==> src/rtl/commit_trace_fifo_if.sv <==
// rtl/commit_trace_fifo_if.sv - commit-side inputs and trace-side stream of the commit trace FIFO
interface commit_trace_fifo_if;
  logic [1:0]       commit_ack_i;
  logic [1:0][63:0] commit_pc_i;
  logic [1:0][31:0] commit_instr_i;
  logic [1:0][4:0]  commit_waddr_i;
  logic [1:0][63:0] commit_wdata_i;
  logic [1:0][2:0]  commit_we_i;
  logic [1:0]       priv_lvl_i;

  logic             trace_valid_o;
  logic             trace_ready_i;
  logic [31:0]      trace_seq_o;
  logic [63:0]      trace_pc_o;
  logic [31:0]      trace_instr_o;
  logic [4:0]       trace_waddr_o;
  logic [63:0]      trace_wdata_o;
  logic [2:0]       trace_we_o;
  logic [1:0]       trace_priv_o;

  modport master (
    output commit_ack_i, commit_pc_i, commit_instr_i, commit_waddr_i,
           commit_wdata_i, commit_we_i, priv_lvl_i, trace_ready_i,
    input  trace_valid_o, trace_seq_o, trace_pc_o, trace_instr_o,
           trace_waddr_o, trace_wdata_o, trace_we_o, trace_priv_o
  );

  modport slave (
    input  commit_ack_i, commit_pc_i, commit_instr_i, commit_waddr_i,
           commit_wdata_i, commit_we_i, priv_lvl_i, trace_ready_i,
    output trace_valid_o, trace_seq_o, trace_pc_o, trace_instr_o,
           trace_waddr_o, trace_wdata_o, trace_we_o, trace_priv_o
  );
endinterface

==> src/rtl/commit_trace_fifo.sv <==
// rtl/commit_trace_fifo.sv - in-order trace FIFO for two commit ports with sequence stamping and drop counting
module commit_trace_fifo #(
  parameter int DEPTH = 8,
  parameter int CNT_W = 16
) (
  input  logic                 clk_i,
  input  logic                 rst_ni,
  input  logic                 flush_i,
  commit_trace_fifo_if.slave   bus,
  output logic [CNT_W-1:0]     drop_cnt_o,
  output logic                 overflow_o
);
  localparam int AW = $clog2(DEPTH);

  typedef struct packed {
    logic [31:0] seq;
    logic [63:0] pc;
    logic [31:0] instr;
    logic [4:0]  waddr;
    logic [63:0] wdata;
    logic [2:0]  we;
    logic [1:0]  priv;
  } rec_t;

  rec_t          mem [DEPTH];
  rec_t          rec0, rec1, head;
  logic [AW-1:0] rd_ptr, wr_ptr, wr_ptr_p1;
  logic [AW:0]   count, count_next, free;
  logic [31:0]   seq_q;
  logic [1:0]    n_ack, n_push, n_drop;
  logic          first, valid, pop;
  logic [CNT_W:0]   drop_sum;
  logic [CNT_W-1:0] drop_next;

  assign valid     = (count != '0);
  assign pop       = valid && bus.trace_ready_i && !flush_i;
  assign n_ack     = {1'b0, bus.commit_ack_i[0]} + {1'b0, bus.commit_ack_i[1]};
  assign free      = (AW+1)'(DEPTH) - count;
  assign wr_ptr_p1 = wr_ptr + AW'(1);

  // Room is judged on the start-of-cycle count; a same-cycle pop frees nothing.
  always_comb begin
    n_push = 2'd0;
    if (!flush_i) begin
      if (free >= (AW+1)'(n_ack)) n_push = n_ack;
      else                        n_push = free[1:0];
    end
  end

  assign n_drop     = n_ack - n_push;
  assign count_next = count + (AW+1)'(n_push) - (AW+1)'(pop);
  assign drop_sum   = {1'b0, drop_cnt_o} + (CNT_W+1)'(n_drop);
  assign drop_next  = drop_sum[CNT_W] ? '1 : drop_sum[CNT_W-1:0];

  // The oldest acked port always takes the current seq value, even when only port 1 commits.
  always_comb begin
    first       = bus.commit_ack_i[0] ? 1'b0 : 1'b1;
    rec0.seq    = seq_q;
    rec0.pc     = bus.commit_pc_i[first];
    rec0.instr  = bus.commit_instr_i[first];
    rec0.waddr  = bus.commit_waddr_i[first];
    rec0.wdata  = bus.commit_wdata_i[first];
    rec0.we     = bus.commit_we_i[first];
    rec0.priv   = bus.priv_lvl_i;
    rec1.seq    = seq_q + 32'd1;
    rec1.pc     = bus.commit_pc_i[1];
    rec1.instr  = bus.commit_instr_i[1];
    rec1.waddr  = bus.commit_waddr_i[1];
    rec1.wdata  = bus.commit_wdata_i[1];
    rec1.we     = bus.commit_we_i[1];
    rec1.priv   = bus.priv_lvl_i;
  end

  always_ff @(posedge clk_i) begin
    if (n_push != 2'd0) mem[wr_ptr]    <= rec0;
    if (n_push == 2'd2) mem[wr_ptr_p1] <= rec1;
  end

  always_ff @(posedge clk_i or negedge rst_ni) begin
    if (!rst_ni) begin
      count      <= '0;
      rd_ptr     <= '0;
      wr_ptr     <= '0;
      seq_q      <= '0;
      drop_cnt_o <= '0;
      overflow_o <= 1'b0;
    end else begin
      seq_q      <= seq_q + 32'(n_ack);
      drop_cnt_o <= drop_next;
      if (n_drop != 2'd0) overflow_o <= 1'b1;
      if (flush_i) begin
        count  <= '0;
        rd_ptr <= '0;
        wr_ptr <= '0;
      end else begin
        count  <= count_next;
        wr_ptr <= wr_ptr + AW'(n_push);
        rd_ptr <= rd_ptr + AW'(pop);
      end
    end
  end

  assign head              = valid ? mem[rd_ptr] : '0;
  assign bus.trace_valid_o = valid;
  assign bus.trace_seq_o   = head.seq;
  assign bus.trace_pc_o    = head.pc;
  assign bus.trace_instr_o = head.instr;
  assign bus.trace_waddr_o = head.waddr;
  assign bus.trace_wdata_o = head.wdata;
  assign bus.trace_we_o    = head.we;
  assign bus.trace_priv_o  = head.priv;
endmodule

==> src/flat_wrapper.sv <==
// flat-port wrapper written by rule: the top's interface ports become plain ports
module commit_trace_fifo_flat 
#(
  parameter int DEPTH = 8,
  parameter int CNT_W = 16
)
  (clk_i, rst_ni, flush_i, drop_cnt_o, overflow_o, bus_commit_ack_i, bus_commit_pc_i, bus_commit_instr_i, bus_commit_waddr_i, bus_commit_wdata_i, bus_commit_we_i, bus_priv_lvl_i, bus_trace_ready_i, bus_trace_valid_o, bus_trace_seq_o, bus_trace_pc_o, bus_trace_instr_o, bus_trace_waddr_o, bus_trace_wdata_o, bus_trace_we_o, bus_trace_priv_o);
  commit_trace_fifo_if bus_i ();
  input  logic clk_i;
  input  logic rst_ni;
  input  logic flush_i;
  output logic [CNT_W-1:0] drop_cnt_o;
  output logic overflow_o;
  input wire logic [$bits(bus_i.commit_ack_i)-1:0] bus_commit_ack_i;
  input wire logic [$bits(bus_i.commit_pc_i)-1:0] bus_commit_pc_i;
  input wire logic [$bits(bus_i.commit_instr_i)-1:0] bus_commit_instr_i;
  input wire logic [$bits(bus_i.commit_waddr_i)-1:0] bus_commit_waddr_i;
  input wire logic [$bits(bus_i.commit_wdata_i)-1:0] bus_commit_wdata_i;
  input wire logic [$bits(bus_i.commit_we_i)-1:0] bus_commit_we_i;
  input wire logic [$bits(bus_i.priv_lvl_i)-1:0] bus_priv_lvl_i;
  input wire logic [$bits(bus_i.trace_ready_i)-1:0] bus_trace_ready_i;
  output wire logic [$bits(bus_i.trace_valid_o)-1:0] bus_trace_valid_o;
  output wire logic [$bits(bus_i.trace_seq_o)-1:0] bus_trace_seq_o;
  output wire logic [$bits(bus_i.trace_pc_o)-1:0] bus_trace_pc_o;
  output wire logic [$bits(bus_i.trace_instr_o)-1:0] bus_trace_instr_o;
  output wire logic [$bits(bus_i.trace_waddr_o)-1:0] bus_trace_waddr_o;
  output wire logic [$bits(bus_i.trace_wdata_o)-1:0] bus_trace_wdata_o;
  output wire logic [$bits(bus_i.trace_we_o)-1:0] bus_trace_we_o;
  output wire logic [$bits(bus_i.trace_priv_o)-1:0] bus_trace_priv_o;
  assign bus_i.commit_ack_i = bus_commit_ack_i;
  assign bus_i.commit_pc_i = bus_commit_pc_i;
  assign bus_i.commit_instr_i = bus_commit_instr_i;
  assign bus_i.commit_waddr_i = bus_commit_waddr_i;
  assign bus_i.commit_wdata_i = bus_commit_wdata_i;
  assign bus_i.commit_we_i = bus_commit_we_i;
  assign bus_i.priv_lvl_i = bus_priv_lvl_i;
  assign bus_i.trace_ready_i = bus_trace_ready_i;
  assign bus_trace_valid_o = bus_i.trace_valid_o;
  assign bus_trace_seq_o = bus_i.trace_seq_o;
  assign bus_trace_pc_o = bus_i.trace_pc_o;
  assign bus_trace_instr_o = bus_i.trace_instr_o;
  assign bus_trace_waddr_o = bus_i.trace_waddr_o;
  assign bus_trace_wdata_o = bus_i.trace_wdata_o;
  assign bus_trace_we_o = bus_i.trace_we_o;
  assign bus_trace_priv_o = bus_i.trace_priv_o;
  commit_trace_fifo #(.DEPTH(DEPTH), .CNT_W(CNT_W)) u_core (.clk_i(clk_i), .rst_ni(rst_ni), .flush_i(flush_i), .bus(bus_i), .drop_cnt_o(drop_cnt_o), .overflow_o(overflow_o));
endmodule
==> config.mk <==
export PLATFORM = sky130hd
export DESIGN_NAME = commit_trace_fifo_flat
export DESIGN_NICKNAME = d
export VERILOG_FILES = /design/src/rtl/commit_trace_fifo_if.sv /design/src/rtl/commit_trace_fifo.sv /design/src/flat_wrapper.sv
export SDC_FILE = /design/constraint.sdc
export NUM_CORES = 2
export LEC_CHECK = 0
export CELL_PAD_IN_SITES_DETAIL_PLACEMENT = 0
export CELL_PAD_IN_SITES_GLOBAL_PLACEMENT = 1
export CORE_ASPECT_RATIO = 1.1
export CORE_MARGIN = 2
export CORE_UTILIZATION = 40
export CTS_BUF_LIST = sky130_fd_sc_hd__clkbuf_8
export DETAILED_ROUTE_END_ITERATION = 16
export PLACE_DENSITY = 0.66
export SYNTH_ARGS = -nofsm -noshare
export SYNTH_HDL_FRONTEND = slang
export SYNTH_SLANG_ARGS = --single-unit
==> constraint.sdc <==
create_clock -name clk_i -period 10.9 [get_ports clk_i]
set_input_delay 1.635 -clock clk_i [delete_from_list [all_inputs] [get_ports clk_i]]
set_output_delay 1.635 -clock clk_i [all_outputs]
set_load 0.01 [all_outputs]
==> reports/summary.log <==
[grt] global-route wire length before repair 376,000 um
[setup_path] worst-path cell chain buf_4, buf_12, mux4_2, mux2i_1, nor2_1, clkdlybuf4s50_1
[setup_path] endpoint arrival time on the critical path 5.14 ns
[cts] clock transition at the registers of the reported paths 0.06 ns
[setup_path] launch instance of the worst register-to-register path u_core.count[0]$_DFF_PN0_
[setup_path] reg2reg setup slack 5.38 ns
[sta] count of endpoints failing setup in the final report 0
[cts] cts-stage hold buffer count 0
[setup_path] worst setup path startpoint u_core.rd_ptr[0]$_DFF_PN0_
[logic_synthesis] cell with the most instances after synthesis edfxtp_1
[min_path] worst min path class flop to flop
[floorplanning] Die Area 225,000 sq um
[detailed_routing] drc violations 0
[power_and_ir_drop] sequential fraction of design power 42.5%
[sta] Slew Limit Headroom 11.8%
[sta] setup repair after global routing missed its margin false
[power_and_ir_drop] power density over cell area 191 nW/um^2
[sta] final-report max-slew violation count 0
[placement] number of buffers added on ports 563
[cts] clock tree from TritonCTS done
[floorplanning] Top Ports 564
[cts] cts bufs inserted 312
[logic_synthesis] share of async-settable or async-resettable flops after synthesis 3.52%
[outcome] run status completed
[power_and_ir_drop] LEAKAGE 32.9 nW
[power_and_ir_drop] worst supply voltage drop on vdd 0.202 mV
[power_and_ir_drop] overall power consumption 19.4 mW
[final_layout] utilization of the core after routing 46.5%
[setup_path] worst reg2reg path endpoint u_core.mem[2][107]$_DFFE_PP_
[power_and_ir_drop] combinational cell fraction of total power 29.6%
[power_and_ir_drop] switching part of the total 31.2%
[grt] initial antenna violation count 20
[sta] fin crit period 6.78 ns
[logic_synthesis] total number of yosys warnings 0
[cts] clock root buffer clkbuf_8
[setup_path] largest delay contributor family on the critical path buffers and inverters
[grt] vias in the first global route 54,500
[power_and_ir_drop] switching power 6.06 mW
[cts] Clock Tree Buf Depth 4
[setup_path] nature of the critical path endpoint output pin
[cts] number of levels the H-tree was split into 5
[logic_synthesis] library cells used by synthesis 57
[detailed_routing] 1st-iter DRT viols 4,113
[logic_synthesis] cell area after synthesis 88,300 sq um
[placement] final estimated routing congestion in global placement 0.777
[power_and_ir_drop] internal power 13.4 mW
[setup_path] Required @ worst endpoint 9.27 ns
[setup_path] crit path buf inv count 3
[detailed_routing] routed length per instance 28.9 um
[cts] Worst-Skew Late Latency 1.09 ns
[floorplanning] Die Width 452 um
[final_layout] synthesis-to-finish area growth 15.4%
[logic_synthesis] top post-synthesis cells by count edfxtp_1 (1,616), mux2_1 (962), mux4_2 (404)
[logic_synthesis] Syn Area/Cell 16.9 sq um
[floorplanning] height of the chip 497 um
[setup_path] highest net fanout along the worst path 98
[placement] HPWL after detailed placement 142,000 um
[logic_synthesis] leading cell types by total area after synthesis edfxtp_1 (55%), mux2_1 (12%), mux4_2 (10%), mux2_4 (6.7%), xnor2_1 (2.5%)
[sta] final hold violation count 0
[logic_synthesis] Yosys top cell area share 54.9%
[setup_path] largest stage delay on the critical path 0.83 ns
[detailed_routing] DRT Wirelength 258,000 um
[setup_path] Worst setup SP type flop
[sta] slew at the pin with the worst max-slew slack 1.32 ns
[sta] accumulated negative setup slack 0 ns
[cts] Resized Gates After CTS 0
[cts] number of post-CTS setup repair buffers 0
[setup_path] critical path endpoint bus_trace_waddr_o[1]
[final_layout] final net count 6,153
[logic_synthesis] number of synthesized flops with an enable pin 1,616
[logic_synthesis] leading register cell type out of synthesis edfxtp_1
[logic_synthesis] flops & latches, synth 1,675
[sta] clock skew after layout 0.0514 ns
[floorplanning] starting utilization of the core area 40.3%
[setup_path] logic depth of the worst register-to-register path 8
[floorplanning] core area 219,000 sq um
[final_layout] fraction of final layout cells with drive strength greater than 1 24.5%
[setup_path] total stage count of the critical path 6
[setup_path] category of the critical setup timing path flop to output pin
[grt] gr usage total 22.7%
[detailed_routing] Detail Route Antenna Nets 0
[floorplanning] number of placement rows 180
[logic_synthesis] largest area contributor in the netlist edfxtp_1
[placement] post-place setup slack 3.54 ns
[logic_synthesis] Post-Synthesis Net Count 5,601
[detailed_routing] vias per cell 5.63
[setup_path] slowest CP cell dfrtp_4
[logic_synthesis] cells after synthesis 5,233
[run] max-cap violations 0
[detailed_routing] total via count after detailed routing 50,200
[final_layout] Filler cells 19,100
[grt] overflow left after global routing 0
[detailed_routing] iteration count of the initial detailed-routing pass 7
[grt] largest net degree at the start of global routing 114
[cts] clock sinks 1,675
[sta] final critical-path setup slack 4.12 ns
[logic_synthesis] register area share after synthesis 56.6%
[power_and_ir_drop] clock network power share 27.9%
[sta] Final Cycle Share 62.2%
[sta] fmax 148 MHz
[worst min-delay path by stage]
stage	from	end	slack, ns	cells after the start
floorplan	u_core.overflow_o$_DFFE_PN0P_	u_core.overflow_o$_DFFE_PN0P_	0.51	1
global placement	u_core.overflow_o$_DFFE_PN0P_	u_core.overflow_o$_DFFE_PN0P_	0.46	1
detailed placement	u_core.overflow_o$_DFFE_PN0P_	u_core.overflow_o$_DFFE_PN0P_	0.48	1
CTS	u_core.overflow_o$_DFFE_PN0P_	u_core.overflow_o$_DFFE_PN0P_	0.49	1
global route	u_core.overflow_o$_DFFE_PN0P_	u_core.overflow_o$_DFFE_PN0P_	0.52	1
finish	u_core.overflow_o$_DFFE_PN0P_	u_core.overflow_o$_DFFE_PN0P_	0.49	1
[layer usage]
layer  part of all wire [%]  global-route usage [%]  routed length [um]  vias up
met5                  0.017                       0                  45        -
met4                    2.4                    6.12                6310        8
met3                    5.2                    3.97               13400      386
met2                     49                    37.7              126000     1474
met1                     43                    30.5              112000    26500
li1                       -                       -                   -    21800
[sequential cells by signal, indices dropped and copies added, names as in the netlist]
signal / flops
u_core.seq_q: 32
u_core.overflow_o: 1
u_core.wr_ptr: 3
u_core.mem: 1616
u_core.rd_ptr: 3
u_core.drop_cnt_o: 16
u_core.count: 4
[per-stage QoR]
step | hold WS [ns] | instances | cell area, sq um
2_1_floorplan | 0.509 | 5233 | 88300
3_3_place_gp | 0.461 | 8383 | 96600
3_5_place_dp | 0.477 | 8383 | 96600
4_1_cts | 0.492 | 8904 | 102000
5_1_grt | 0.519 | 8914 | 102000
6_report | 0.492 | 8918 | 102000
[area by class of cell]
cell class	instances	area, sq um	share of cell area [%]
timing repair buffer	648	6610	6.49
inverter	19	71.3	0.0700
multi-input combinational	3129	36300	35.6
sequential	1675	50000	49.1
clock buffer	322	4430	4.35
antenna	14	35.0	0.0344
tap	2912	3640	3.57
clock inverter	199	855	0.838
[layout by cell type (no fill, tap or decap), drive strengths merged, types with 8 or more instances in the layout]
master and instances:
or2 10, a21oi 22, dfrtp 59, nand4 18, clkbuf 322, nor4 8
nor2 233, nor2b 11, mux2i 202, and3 10, diode 14, o21ai 230
clkinv 75, buf 87, xnor2 250, nand3 35, clkdlybuf4s50 561, nor3 26
inv 136, ha 20, xor2 40, mux2 1530, mux4 404, nand2 34
edfxtp 1616
[power groups by stage]
stage               combinational [mW]  clock, mW  sequential (mW)
CTS                               5.86       5.58             8.26
global placement                  5.81          0             8.37
finish                            5.74       5.43             8.26
floorplan                         3.24          0             8.39
detailed placement                5.84          0             8.40
global route                      6.15       5.84             8.32
[logic make-up after synthesis]
| group | synth area share (%) |
|---|---|
| compound gates | 1.63 |
| xor+xnor | 2.88 |
| mux | 33.8 |
| simple gates | 2.21 |
| flops | 56.6 |
| buf+inv | 2.50 |
| fa+ha+maj | 0.374 |
No activity file was read; power rests on OpenSTA's default activity.
